--- src/rtl/clock_timekeeper.sv ---
//------------------------------------------------------------------------------
// clock_timekeeper: HMS timekeeper with button editing, repeat and idle timeout;
// optional edited-field blinking via CLOCK_TIMEKEEPER_BLINK_EN.  Rev 1.0
//------------------------------------------------------------------------------
`default_nettype none
`timescale 1ns/1ps

module clock_timekeeper #(
  parameter int H24            = 1,
  parameter int REPEAT_DELAY   = 50_000_000,
  parameter int REPEAT_PERIOD  = 10_000_000,
  parameter int IDLE_TIMEOUT_S = 30
) (
  input  logic       clock,
  input  logic       reset,
  input  logic       pulse_1hz,
  input  logic       mode_button,
  input  logic       add_button,
  input  logic       sub_button,
  output logic [7:0] hours_bcd,
  output logic [7:0] minutes_bcd,
  output logic [7:0] seconds_bcd,
  output logic       pm,
  output logic [1:0] edit_field,
  output logic [2:0] blank
);

  localparam int REP_MAX = (REPEAT_DELAY > REPEAT_PERIOD) ? REPEAT_DELAY : REPEAT_PERIOD;
  localparam int REP_W   = $clog2(REP_MAX + 1);
  localparam int IDLE_W  = (IDLE_TIMEOUT_S > 1) ? $clog2(IDLE_TIMEOUT_S + 1) : 1;
  localparam logic [REP_W-1:0]  DELAY_LAST  = REP_W'(REPEAT_DELAY - 1);
  localparam logic [REP_W-1:0]  PERIOD_LAST = REP_W'(REPEAT_PERIOD - 1);
  localparam logic [IDLE_W-1:0] IDLE_LAST   = IDLE_W'(IDLE_TIMEOUT_S - 1);

  typedef enum logic [1:0] {
    RUN         = 2'd0,
    SET_HOURS   = 2'd1,
    SET_MINUTES = 2'd2,
    SET_SECONDS = 2'd3
  } state_t;

  state_t            state, state_next;
  logic              mode_q, add_q, sub_q;
  logic [4:0]        hours, hours_next;
  logic [5:0]        minutes, minutes_next;
  logic [5:0]        seconds, seconds_next;
  logic [REP_W-1:0]  rep_cnt, rep_cnt_next;
  logic              rep_active, rep_active_next;
  logic [IDLE_W-1:0] idle_cnt, idle_cnt_next;
  logic              rep_step, step_up, step_dn;
  logic [4:0]        disp_hours;

  logic mode_edge, add_edge, sub_edge, btn_edge, one_held, any_held, in_set;
  assign mode_edge = mode_button & ~mode_q;
  assign add_edge  = add_button & ~add_q;
  assign sub_edge  = sub_button & ~sub_q;
  assign btn_edge  = mode_edge | add_edge | sub_edge;
  assign one_held  = add_button ^ sub_button;
  assign any_held  = add_button | sub_button;
  assign in_set    = (state != RUN);

  always_ff @(posedge clock or negedge reset) begin
    if (!reset) begin
      state      <= RUN;
      mode_q     <= 1'b0;
      add_q      <= 1'b0;
      sub_q      <= 1'b0;
      hours      <= '0;
      minutes    <= '0;
      seconds    <= '0;
      rep_cnt    <= '0;
      rep_active <= 1'b0;
      idle_cnt   <= '0;
    end else begin
      state      <= state_next;
      mode_q     <= mode_button;
      add_q      <= add_button;
      sub_q      <= sub_button;
      hours      <= hours_next;
      minutes    <= minutes_next;
      seconds    <= seconds_next;
      rep_cnt    <= rep_cnt_next;
      rep_active <= rep_active_next;
      idle_cnt   <= idle_cnt_next;
    end
  end

  always_comb begin
    state_next      = state;
    hours_next      = hours;
    minutes_next    = minutes;
    seconds_next    = seconds;
    rep_cnt_next    = rep_cnt;
    rep_active_next = rep_active;
    idle_cnt_next   = idle_cnt;
    rep_step        = 1'b0;
    step_up         = 1'b0;
    step_dn         = 1'b0;

    // rep_cnt counts cycles since the last step; rep_active selects delay vs period
    if (!in_set || btn_edge || !one_held) begin
      rep_cnt_next    = '0;
      rep_active_next = 1'b0;
    end else if (rep_cnt == (rep_active ? PERIOD_LAST : DELAY_LAST)) begin
      rep_cnt_next    = '0;
      rep_active_next = 1'b1;
      rep_step        = 1'b1;
    end else begin
      rep_cnt_next = rep_cnt + 1'b1;
    end

    if (mode_edge) begin
      case (state)
        RUN:         state_next = SET_HOURS;
        SET_HOURS:   state_next = SET_MINUTES;
        SET_MINUTES: state_next = SET_SECONDS;
        default:     state_next = RUN;
      endcase
    end else if (in_set) begin
      if (add_edge ^ sub_edge) begin
        step_up = add_edge;
        step_dn = sub_edge;
      end else if (rep_step) begin
        step_up = add_button;
        step_dn = sub_button;
      end
    end else if (pulse_1hz) begin
      if (seconds == 6'd59) begin
        seconds_next = '0;
        if (minutes == 6'd59) begin
          minutes_next = '0;
          hours_next   = (hours == 5'd23) ? 5'd0 : hours + 5'd1;
        end else begin
          minutes_next = minutes + 6'd1;
        end
      end else begin
        seconds_next = seconds + 6'd1;
      end
    end

    case (state)
      SET_HOURS: begin
        if (step_up)      hours_next = (hours == 5'd23) ? 5'd0 : hours + 5'd1;
        else if (step_dn) hours_next = (hours == 5'd0) ? 5'd23 : hours - 5'd1;
      end
      SET_MINUTES: begin
        if (step_up)      minutes_next = (minutes == 6'd59) ? 6'd0 : minutes + 6'd1;
        else if (step_dn) minutes_next = (minutes == 6'd0) ? 6'd59 : minutes - 6'd1;
      end
      SET_SECONDS: begin
        if (step_up)      seconds_next = (seconds == 6'd59) ? 6'd0 : seconds + 6'd1;
        else if (step_dn) seconds_next = (seconds == 6'd0) ? 6'd59 : seconds - 6'd1;
      end
      default: ;
    endcase

    // mode edges clear idle_cnt, so a timeout never collides with a mode step
    if (!in_set || btn_edge || any_held) begin
      idle_cnt_next = '0;
    end else if ((IDLE_TIMEOUT_S != 0) && pulse_1hz) begin
      if (idle_cnt == IDLE_LAST) begin
        idle_cnt_next = '0;
        state_next    = RUN;
      end else begin
        idle_cnt_next = idle_cnt + 1'b1;
      end
    end
  end

  function automatic logic [7:0] to_bcd(input logic [5:0] v);
    logic [3:0] tens;
    logic [5:0] rem;
    tens = 4'd0;
    rem  = v;
    for (int i = 0; i < 5; i++) begin
      if (rem >= 6'd10) begin
        rem  = rem - 6'd10;
        tens = tens + 4'd1;
      end
    end
    return {tens, 4'b0000} + {2'b00, rem};
  endfunction

  always_comb begin
    if (H24 != 0)              disp_hours = hours;
    else if (hours == 5'd0)    disp_hours = 5'd12;
    else if (hours > 5'd12)    disp_hours = hours - 5'd12;
    else                       disp_hours = hours;
  end

  assign hours_bcd   = to_bcd({1'b0, disp_hours});
  assign minutes_bcd = to_bcd(minutes);
  assign seconds_bcd = to_bcd(seconds);
  assign pm          = (hours >= 5'd12);
  assign edit_field  = state;

`ifdef CLOCK_TIMEKEEPER_BLINK_EN
  logic blink_phase;

  always_ff @(posedge clock or negedge reset) begin
    if (!reset)                                      blink_phase <= 1'b0;
    else if (state_next == RUN || btn_edge || any_held) blink_phase <= 1'b0;
    else if (pulse_1hz)                              blink_phase <= ~blink_phase;
  end

  always_comb begin
    blank = 3'b000;
    case (state)
      SET_HOURS:   blank = {blink_phase, 2'b00};
      SET_MINUTES: blank = {1'b0, blink_phase, 1'b0};
      SET_SECONDS: blank = {2'b00, blink_phase};
      default:     blank = 3'b000;
    endcase
  end
`else
  assign blank = 3'b000;
`endif

endmodule

`default_nettype wire

--- config.mk ---
export PLATFORM = sky130hd
export DESIGN_NAME = clock_timekeeper
export DESIGN_NICKNAME = d
export VERILOG_FILES = /design/src/rtl/clock_timekeeper.sv
export SDC_FILE = /design/constraint.sdc
export NUM_CORES = 1
export LEC_CHECK = 0
export ABC_CLOCK_PERIOD_IN_PS = 27200
export CAP_MARGIN = 15
export CORE_UTILIZATION = 45
export DETAILED_ROUTE_END_ITERATION = 6
export DONT_BUFFER_PORTS = 1
export PLACE_DENSITY = 0.68
export SETUP_SLACK_MARGIN = 0.5
export SLEW_MARGIN = 10
export SYNTH_ARGS = -nofsm -noshare
export SYNTH_HDL_FRONTEND = slang
export SYNTH_SLANG_ARGS = --single-unit
--- constraint.sdc ---
create_clock -name clock -period 27.2 [get_ports clock]
set_input_delay 8.16 -clock clock [delete_from_list [all_inputs] [get_ports clock]]
set_output_delay 8.16 -clock clock [all_outputs]
set_load 0.005 [all_outputs]
* Word-level counts from Yosys, hierarchy flattened *
Index checks and enable logic that the tools add are counted.
W data, S select, Z words.

cells by class
  add/subtract/negate cells = 38
  $mul = 0
  div/mod/pow operators = 0
  $lt $le $gt $ge = 16
  equal/unequal tests = 8
  shift operators = 0
  mux-type cells = 80
  bitwise logic cells = 11
  reductions and logical operators = 12

operator list
  cell                     count
  $mux W6                  32
  $ge A6 B4 Y1 const B     14
  $sub A6 B4 Y6 const B    14
  $mux W26                 3
  $mux W5                  13
  $add A4 B1 Y4 const B    11
  $mux W4                  11
  $add A26 B1 Y26 const B  1
  $eq A26 B26 Y1           1
  $add A8 B6 Y8            3
  $mux W1                  15
  $add A6 B1 Y6 const B    2
  $eq A6 B6 Y1 const B     2
  $logic_not A6 Y1         2
  $sub A6 B1 Y6 const B    2
  $add A5 B1 Y5 const B    2
  $eq A5 B5 Y1 const B     2
  $ge A5 B4 Y1 const B     2
  $mux W2                  5
  $pmux W2 S3              1
  $reduce_bool A2 Y1       3
  $sub A5 B4 Y6 const B    1
  $logic_not A5 Y1         1
  $sub A5 B1 Y5 const B    1
  other kinds (10)         21

word-level totals
  register bits after elaboration = 54
  bits in latches = 0
  bits in writable memories = 0
  bits in read-only memories = 0
  input port bits = 6
  output and inout bits = 30
  logic and storage cells = 175
  memories = 0

* Logic depth before layout (Yosys ltp) *
Gate-level depths: netlist of run 1.

  depth after elaboration = 14
  mapped depth = 38

* Least setup slack after synthesis of run 1 *
OpenSTA, ideal clock, no wires.

  path kind = reg2out
  from = register hours[2] (netlist: disp_hours[2])
  to = output port hours_bcd[7]
  arrival = 7.229 ns
  data required time = 19.040 ns
  path slack = 11.811 ns
  stages on the path, launching flop included = 37
  buffers on the path = 5
  path through = dfrtp_1 -> buf_2 -> inv_1 -> ha_1 -> nor2b_1 -> o21ai_0 -> nor2b_1 -> mux2i_1 -> inv_1 -> ha_1 -> nor2b_1 -> o2111ai_1 -> and3_4 -> buf_6 -> and2_1 -> clkbuf_1 -> mux2i_1 -> ha_1 -> nor2b_1 -> and4b_1 -> o31a_2 -> buf_2 -> o21ai_0 -> ha_1 -> nor2b_1 -> nand3_1 -> or4_4 -> and3_4 -> and3_1 -> buf_6 -> mux2_4 -> ha_1 -> mux2_2 -> ha_1 -> a21oi_1 -> a211oi_1 -> or3_1

between the ends
  word-level cells in the longest chain between the ends = 11
  elaborated cells between the ends (all ways) = 25

ends and longest elaborated chain
  what                                           line      source
  start: declaration                             44        logic [4:0] hours, hours_next;
  start signal: assignment                       79        hours <= hours_next;
  $sub A5 B4 Y6 or $ge A5 B4 Y1 (tied branches)  177, 176
  $mux W6 or $mux W1 (tied branches)             176       if (rem >= 6'd10) begin
  $sub A6 B4 Y6 (tied with other cells)          177       rem = rem - 6'd10;
  $mux W6 or $mux W4 (tied branches)             176
  $sub A6 B4 Y6 (tied with other cells)          177
  $mux W6 or $mux W4 (tied branches)             176
  $sub A6 B4 Y6 (tied with other cells)          177
  $mux W6 or $mux W4 (tied branches)             176
  $sub A6 B4 Y6 (tied with other cells)          177
  $mux W6 or $mux W4 (tied branches)             176
  $add A8 B6 Y8 *                                181       return {tens, 4'b0000} + {2'b00, rem};
  end: declaration                               20        output logic [7:0] hours_bcd,

Every way passes the cells marked *; elsewhere a longest branch is shown, timed or not.

* Worst setup path after layout of run 1 *
Same ends and word-level chain as after synthesis.

==> impl_metrics.json, run 1 <==
{
  "synth-edff-count": 0,
  "port_buffers": 0,
  "clk_pin_slew_worst_paths_ns": 0.07,
  "period_needed_ns": 16.34,
  "slew_viol_final": 0,
  "yosysSeqAreaShare_pct": 19.6,
  "crit_path_end_kind": "output pin",
  "cts-hold-fix-buffers": 0,
  "fmax_ghz": 0.0612,
  "crit_required_ns": 19.04,
  "yosysWarnings": 0,
  "synth_area_per_cell_um2": 7.46,
  "crit_path_start_kind": "flop",
  "die_area_um2": 15800,
  "dp_hpwl_mm": 11.2,
  "reg2reg_depth": 10,
  "path_class": "reg -> out",
  "synth_common_cells": "nand2_1, nor2_1, dfrtp_1",
  "synth_cell_types": 91,
  "area_delta_synth_final_pct": 1.76,
  "reg2reg_slack_ns": 24.00,
  "ys_top_cells_by_area": "dfrtp_1, ha_1, nand2_1",
  "grt_first_pass_wirelength_mm": 26.7,
  "drc_errors": 3,
  "insertedDiodeCount": 0,
  "cap_viol_max_count": 0,
  "yosysTopAreaCell": "dfrtp_1",
  "hp-class": "reg -> reg",
  "core_area_um2": 14700,
  "antenna_left": 0,
  "cts-root-buf": "clkbuf_16",
  "vias": 6262,
  "synth_ff_type": "dfrtp_1",
  "grt_util_all_layers_pct": 19.7,
  "min_period_over_period_pct": 60.1,
  "synthArstFlopShare_pct": 100,
  "yosysTopAreaCellShare_pct": 19.6,
  "arrival_ns": 8.18,
  "ys_ff_latch": 54,
  "syn_area_um2": 6880,
  "vias_per_cell": 5.90,
  "yosysMostFrequentCell": "nand2_1",
  "slew_headroom_pct": 34.1,
  "use_met1_pct": 26.5,
  "cts_max_level": 2,
  "slowest_stage": "dfrtp_1",
  "clockBufferDepth": 2,
  "synth_cells": 922,
  "clock_skew_ns": 0.00727,
  "rsz0062_at_grt": "no",
  "slowest_delay_ns": 0.51,
  "cts_sinks": 54,
  "gp_congestion": 0.854,
  "die_w_um": 126,
  "violations": "design-rule violations",
  "firstDrtPassIters": 7,
  "critical_path_peak_fanout": 12,
  "antenna_found_initial": 0,
  "worstMarginPinSlew_ns": 0.963,
  "cts_made_buffers": 5,
  "path_depth": 32,
  "status": "finished, violations left",
  "start_util_pct": 46.8,
  "crit_path_frequent_cell": "ha_1",
  "drtIter0Drc": 371,
  "fp.dieH_um": 126,
  "cts_resized": 0,
  "fin_nets": 939,
  "wl_mm": 15.1,
  "use_met3_pct": 2.72,
  "routedWlPerCell_um": 14.3,
  "io_pins": 36,
  "cp_top_family": "simple AND/OR/NAND/NOR gates",
  "cts_setup_buffers": 0,
  "met2_usage_pct": 33.2,
  "fin_setup_tns_ns": 0,
  "grt_max_degree": 55,
  "num_rows": 44,
  "clk_latency_ns": 0.30,
  "worst-path-buf-inv": 3,
  "cts_tree": "done",
  "overflow": 0,
  "grt_pass1_vias": 5802,
  "layout-drive-gt1-share_pct": 5.01,
  "finalSetupViolations": 0,
  "hold_viol": 0,
  "whs_path_depth": 1,
  "top_usage_layer": "met2"
}
## final timing paths
kind                                          from                      end
setup reg to reg              seconds[0]$_DFF_PN0_     minutes[0]$_DFF_PN0_
hold reg to reg               rep_cnt[0]$_DFF_PN0_     rep_cnt[0]$_DFF_PN0_
setup / recovery           disp_hours[2]$_DFF_PN0_             hours_bcd[7]
min in group asynchronous                    reset    rep_cnt[19]$_DFF_PN0_
max in group asynchronous                    reset  edit_field[1]$_DFF_PN0_
hold / removal                rep_cnt[0]$_DFF_PN0_     rep_cnt[0]$_DFF_PN0_
## placed cells by master (no fill, tap or decap), types with 5 or more instances in the layout
| cell | instances |
|---|---|
| a211o_1 | 6 |
| a211oi_1 | 10 |
| a21boi_0 | 5 |
| a21o_1 | 5 |
| a21oi_1 | 44 |
| a22oi_1 | 6 |
| a31oi_1 | 12 |
| and2_1 | 8 |
| and3_1 | 11 |
| and4_1 | 5 |
| clkbuf_16 | 5 |
| conb_1 | 5 |
| dfrtp_1 | 54 |
| ha_1 | 52 |
| inv_1 | 45 |
| mux2_2 | 6 |
| mux2i_1 | 13 |
| nand2_1 | 115 |
| nand2b_1 | 9 |
| nand3_1 | 46 |
| nand3b_1 | 5 |
| nand4_1 | 10 |
| nor2_1 | 99 |
| nor2b_1 | 13 |
| nor3_1 | 25 |
| nor4_1 | 6 |
| o211ai_1 | 9 |
| o21ai_0 | 51 |
| o221ai_1 | 9 |
| o22ai_1 | 14 |
| o31ai_1 | 12 |
| or2_2 | 5 |
| or3_1 | 10 |
| xnor2_1 | 35 |
| xor2_1 | 23 |
## flip-flops by register name, indices dropped and copies added, names as in the netlist
register	flops
rep_cnt	26
minutes	6
seconds	6
disp_hours	5
idle_cnt	5
edit_field	2
add_q	1
mode_q	1
rep_active	1
sub_q	1
## cell type report
cell class	count	area, um2
clock buffer	5	125
clock inverter	2	38.8
fill	1442	7700
inverter	45	169
multi-input combinational	771	5080
sequential	54	1350
tap	184	230
timing repair buffer	1	7.51
## cells by family (layout without fill, tap and decap cells)
logic type / Yosys count / count (layout) / share of synthesized area (%)
AOI/OAI and AO/OA: 239 / 239 / 24.2
xor gates and xnor gates: 60 / 60 / 7.86
adders and majority gates: 56 / 56 / 10.5
buffers and inverters: 101 / 53 / 6.75
DFF: 54 / 54 / 19.6
muxes: 21 / 21 / 3.31
other: 1 / 5 / 0.0545
and+or+nand+nor: 390 / 390 / 27.7
## routing by layer
metal	share of wire [%]	vias up	wire, um
met4	1.2	0	180
met2	46	120	6910
met3	3.6	16	543
met5	0	-	0
li1	-	3222	-
met1	50	2904	7520
## per-stage QoR
stage	hold slack [ns]	instance area (um2)	instances	utilization [%]	setup WS [ns]
after floorplan	0.455	6890	926	-	11.81
final	0.500	7000	1062	47.6	10.86
after CTS	0.499	7000	1062	47.6	10.86
after global placement	0.484	6840	1055	46.5	11.46
after global routing	0.529	7000	1062	47.6	10.22
after detailed placement	0.488	6840	1055	46.5	11.24
Power of run 1 is left out: the tool's default activity adds up to more than one toggle a clock period on the data nets, which glitch-free logic cannot reach.
==> run 2, diff against run 1 <==
- ABC_CLOCK_PERIOD_IN_PS: 27200 -> 15500
- clock period: 27.2 -> 15.5 ns (I/O delays scaled with it)
==> run 2 against run 1 <==
Effect of this change:
- the run still ends with design-rule violations left
- non-clock buffer count stayed put
- routed wire length shrank 0.60%
- final cell count about the same
- hold slack better by 0.0027 ns
- design area is 0.13% lower
- utilization decreased by 0.060 points
- first-iteration DRC count grew 15%
- clock-buffer cell count grew 1
- clock skew fell by 0.0013 ns
- critical endpoint unchanged
- highest routed layer unchanged
==> impl_metrics.json, run 2 (synthesis gave the netlist of run 1 again) <==
{
  "fill_cells": 1449,
  "whs_path_depth": 1,
  "slew_viol_final": 0,
  "pre_cts_ws_ns": 3.06,
  "grt_pass1_vias": 5755,
  "drtIter0Drc": 427,
  "wl_mm": 15.1,
  "violations": "design-rule violations",
  "num_rows": 44,
  "io_pins": 36,
  "dp_hpwl_mm": 11.1,
  "holdPathEnd": "rep_cnt[0]$_DFF_PN0_",
  "crit_path_start_kind": "flop",
  "min_period_over_period_pct": 82.5,
  "gp_congestion": 0.854,
  "antenna_found_initial": 0,
  "clk_latency_ns": 0.29,
  "vias_per_cell": 5.90,
  "largest_reg_flops": 26,
  "grt_max_degree": 55,
  "port_buffers": 0,
  "cts-hold-fix-buffers": 0,
  "timing.rr.start": "seconds[0]$_DFF_PN0_",
  "area_delta_synth_final_pct": 1.64,
  "fin_ws_ns": 2.71,
  "insertedDiodeCount": 0,
  "drc_errors": 3,
  "crit_path_frequent_cell": "ha_1",
  "routedWlPerCell_um": 14.2,
  "cts_resized": 0,
  "cts_sinks": 54,
  "die_area_um2": 15800,
  "die_w_um": 126,
  "clockBufferDepth": 2,
  "worst_r2r_endpoint": "minutes[0]$_DFF_PN0_",
  "reg.largest.list": "rep_cnt (26), minutes (6), seconds (6)",
  "min-delay-start": "rep_cnt[0]$_DFF_PN0_",
  "fin_nets": 939,
  "top_register": "rep_cnt",
  "hp-class": "reg -> reg",
  "slew_headroom_pct": 32.9,
  "overflow": 0,
  "path_class": "reg -> out",
  "firstDrtPassIters": 7,
  "fin_setup_tns_ns": 0,
  "clock_skew_ns": 0.00597,
  "fmax_ghz": 0.0782,
  "fp.dieH_um": 126,
  "critical_path_peak_fanout": 12,
  "finalSetupViolations": 0,
  "slowest_stage": "dfrtp_1",
  "crit_path_end_kind": "output pin",
  "cts_tree": "done",
  "clk_pin_slew_worst_paths_ns": 0.07,
  "grt_first_pass_wirelength_mm": 26.6,
  "layout-drive-gt1-share_pct": 5.12,
  "grt_util_all_layers_pct": 19.5,
  "cts_setup_buffers": 0,
  "worstMarginPinSlew_ns": 0.981,
  "reg2reg_slack_ns": 12.30,
  "cts_max_level": 2,
  "core_area_um2": 14700,
  "slowest_delay_ns": 0.50,
  "reg2reg_depth": 10,
  "hold_viol": 0,
  "period_needed_ns": 12.79,
  "cts_made_buffers": 5,
  "crit_required_ns": 10.85,
  "antenna_left": 0,
  "layout_common_cells": "nand2_1, nor2_1, dfrtp_1, ha_1, o21ai_0",
  "cts-root-buf": "clkbuf_16",
  "vias": 6277,
  "rsz0062_at_grt": "no",
  "status": "finished, violations left",
  "final_common_cell": "nand2_1",
  "arrival_ns": 8.14,
  "start_util_pct": 46.8,
  "cap_viol_max_count": 0
}
==> run 2: routing by layer <==
metal  GRT usage, %  vias up  part of all wire, %
met5              0        -                    0
met4           4.02        0                 0.90
met3           2.34       14                  3.7
met2           32.6      129                   45
met1           27.2     2903                   50
li1               -     3231                    -
==> run 2: layout make-up <==
cell class                      count  area (um2)  share of cell area, %
Tap cell                          184         230                   3.29
Inverter                           45         169                   2.42
Multi-Input combinational cell    771        5080                   72.6
Sequential cell                    54        1350                   19.3
Clock buffer                        6         139                   1.99
Timing Repair Buffer                1        7.51                  0.107
Clock inverter                      2        16.3                  0.233
==> run 2: worst max path at each step <==
stage / from / to / slack (ns) / cells after the start
after CTS: disp_hours[2]$_DFF_PN0_ / hours_bcd[7] / 2.69 / 32
after global routing: disp_hours[2]$_DFF_PN0_ / hours_bcd[7] / 2.04 / 32
final: disp_hours[2]$_DFF_PN0_ / hours_bcd[7] / 2.71 / 32
after detailed placement: disp_hours[2]$_DFF_PN0_ / hours_bcd[7] / 3.06 / 32
after global placement: disp_hours[2]$_DFF_PN0_ / hours_bcd[7] / 3.27 / 32
after floorplan: disp_hours[2]$_DFF_PN0_ / hours_bcd[7] / 3.62 / 36
==> run 2: per-stage QoR <==
stage / hold slack, ns / utilization, % / cells / area, um2
after floorplan: 0.455 / - / 926 / 6890
after global placement: 0.484 / 46.5 / 1055 / 6840
after detailed placement: 0.489 / 46.5 / 1055 / 6840
after CTS: 0.500 / 47.6 / 1063 / 6990
after global routing: 0.529 / 47.6 / 1063 / 6990
final: 0.502 / 47.6 / 1063 / 6990
==> run 2: worst max-delay path, delay by kind of cell, from the launching register on <==
kind | cells | cell delay [ns]
AND/OR/NAND/NOR | 13 | 3.14
adder cells (fa/ha/maj) | 6 | 1.35
multiplexers | 4 | 1.17
AO/OA/AOI/OAI | 5 | 1.01
flip-flops | 1 | 0.50
buffers and inverters | 3 | 0.40
XOR/XNOR | 1 | 0.23
Power of run 2 is left out for the same reason.
==> run 3, diff against run 2 <==
- ABC_CLOCK_PERIOD_IN_PS: 15500 -> 13400
- clock period: 15.5 -> 13.4 ns (I/O delays scaled with it)
==> run 3 against run 2 <==
Effect of this change:
- sequential share of layout area did not move
- sequential cell count is the same
- design area did not move
- critical path type unchanged
- register-to-register slack got worse by 2.1 ns
- clock skew is 0.00090 ns lower
- global-route usage increased by 0.29 points
- the run still ends with design-rule violations left
- die area unchanged
- hold slack worse by 0.0012 ns
- critical path depth stayed put
- final cell count unchanged
==> impl_metrics.json, run 3 (synthesis gave the netlist of run 1 again) <==
{
  "fp.dieH_um": 126,
  "crit_path_frequent_cell": "ha_1",
  "area_delta_synth_final_pct": 1.64,
  "io_pins": 36,
  "stdcell_count": 1063,
  "path_class": "reg -> out",
  "hold_viol": 0,
  "crit_path_end_kind": "output pin",
  "crit_path_start_kind": "flop",
  "cap_viol_max_count": 0,
  "crit_required_ns": 9.38,
  "num_rows": 44,
  "cts-hold-fix-buffers": 0,
  "critical_path_peak_fanout": 12,
  "slowest_delay_ns": 0.51,
  "routedWlPerCell_um": 14.2,
  "dp_hpwl_mm": 11.2,
  "die_w_um": 126,
  "finalInstanceArea_um2": 6990,
  "cts_setup_buffers": 0,
  "top_register": "rep_cnt",
  "hp-class": "reg -> reg",
  "gp_congestion": 0.854,
  "violations": "design-rule violations",
  "reg.largest.list": "rep_cnt (26), minutes (6), seconds (6)",
  "finalSetupViolations": 0,
  "firstDrtPassIters": 7,
  "reg2reg_slack_ns": 10.19,
  "cts_max_level": 2,
  "reg2reg_depth": 10,
  "start_util_pct": 46.8,
  "grt_max_degree": 55,
  "drc_errors": 3,
  "port_buffers": 0,
  "register_area_um2": 1350,
  "status": "finished, violations left",
  "layout_common_cells": "nand2_1, nor2_1, dfrtp_1, ha_1, o21ai_0",
  "clk_latency_ns": 0.30,
  "worstMarginPinSlew_ns": 0.975,
  "core_area_um2": 14700,
  "min_period_over_period_pct": 91.4,
  "drtIter0Drc": 401,
  "cts_sinks": 54,
  "grt_pass1_vias": 5780,
  "cts_tree": "done",
  "layout-drive-gt1-share_pct": 5.12,
  "wl_mm": 15.1,
  "whs_path_depth": 1,
  "overflow": 0,
  "grt_first_pass_wirelength_mm": 26.8,
  "fill_cells": 1421,
  "fin_setup_tns_ns": 0,
  "slew_headroom_pct": 34.8,
  "fin_nets": 939,
  "rsz0062_at_grt": "no",
  "cts_resized": 0,
  "fmax_ghz": 0.0817,
  "arrival_ns": 8.22,
  "vias": 6264,
  "multiInputGateArea_um2": 5080,
  "place_area_um2": 6840,
  "slowest_stage": "dfrtp_1",
  "cts_made_buffers": 5,
  "antenna_left": 0,
  "grt_util_all_layers_pct": 19.8,
  "slew_viol_final": 0,
  "final_common_cell": "nand2_1",
  "antenna_found_initial": 0,
  "cts-root-buf": "clkbuf_16",
  "insertedDiodeCount": 0,
  "clk_pin_slew_worst_paths_ns": 0.07,
  "dp.cells": 1055,
  "largest_reg_flops": 26,
  "clock_skew_ns": 0.00507,
  "die_area_um2": 15800,
  "clockBufferDepth": 2,
  "period_needed_ns": 12.24,
  "vias_per_cell": 5.89
}
## run 3: cell counts in the layout (fill, tap and decap cells not counted)
Identical to the previous run, type by type.
## run 3: worst max-delay path, delay by kind of cell, from the launching register on
| kind | cells | cell delay, ns |
|---|---|---|
| simple gates | 13 | 3.19 |
| fa+ha+maj | 6 | 1.38 |
| mux | 4 | 1.18 |
| compound gates | 5 | 1.03 |
| flops | 1 | 0.51 |
| buf+inv | 3 | 0.40 |
| xor+xnor | 1 | 0.23 |
## run 3: area by class of cell
type / count / share of cell area (%)
inverter: 45 / 2.42
clock buffer: 6 / 1.99
timing repair buffer: 1 / 0.107
tap: 184 / 3.29
sequential: 54 / 19.3
multi-input combinational: 771 / 72.6
clock inverter: 2 / 0.233
## run 3: through the flow
stage | setup slack (ns) | hold slack [ns] | util, %
4_1_cts | 1.19 | 0.500 | 47.6
2_1_floorplan | 2.15 | 0.455 | -
3_5_place_dp | 1.56 | 0.489 | 46.5
3_3_place_gp | 1.80 | 0.484 | 46.5
6_report | 1.16 | 0.501 | 47.6
5_1_grt | 0.530 | 0.529 | 47.6
## run 3: path summary, 6_finish.rpt
path                                    startpoint               endpoint
min in group asynchronous                    reset  rep_cnt[19]$_DFF_PN0_
max                        disp_hours[2]$_DFF_PN0_           hours_bcd[7]
min                           rep_cnt[0]$_DFF_PN0_   rep_cnt[0]$_DFF_PN0_
min reg2reg                   rep_cnt[0]$_DFF_PN0_   rep_cnt[0]$_DFF_PN0_
max in group asynchronous                    reset   seconds[0]$_DFF_PN0_
max reg2reg                   seconds[0]$_DFF_PN0_   minutes[0]$_DFF_PN0_
## run 3: per-layer routing
metal	part of all wire (%)	wire length, um	vias up	GRT usage (%)
met3	3.7	556	14	2.85
met2	45	6880	126	33.1
li1	-	-	3223	-
met4	1.0	157	0	4.73
met1	50	7530	2901	27.0
met5	0	0	-	0
Power of run 3 is left out for the same reason.
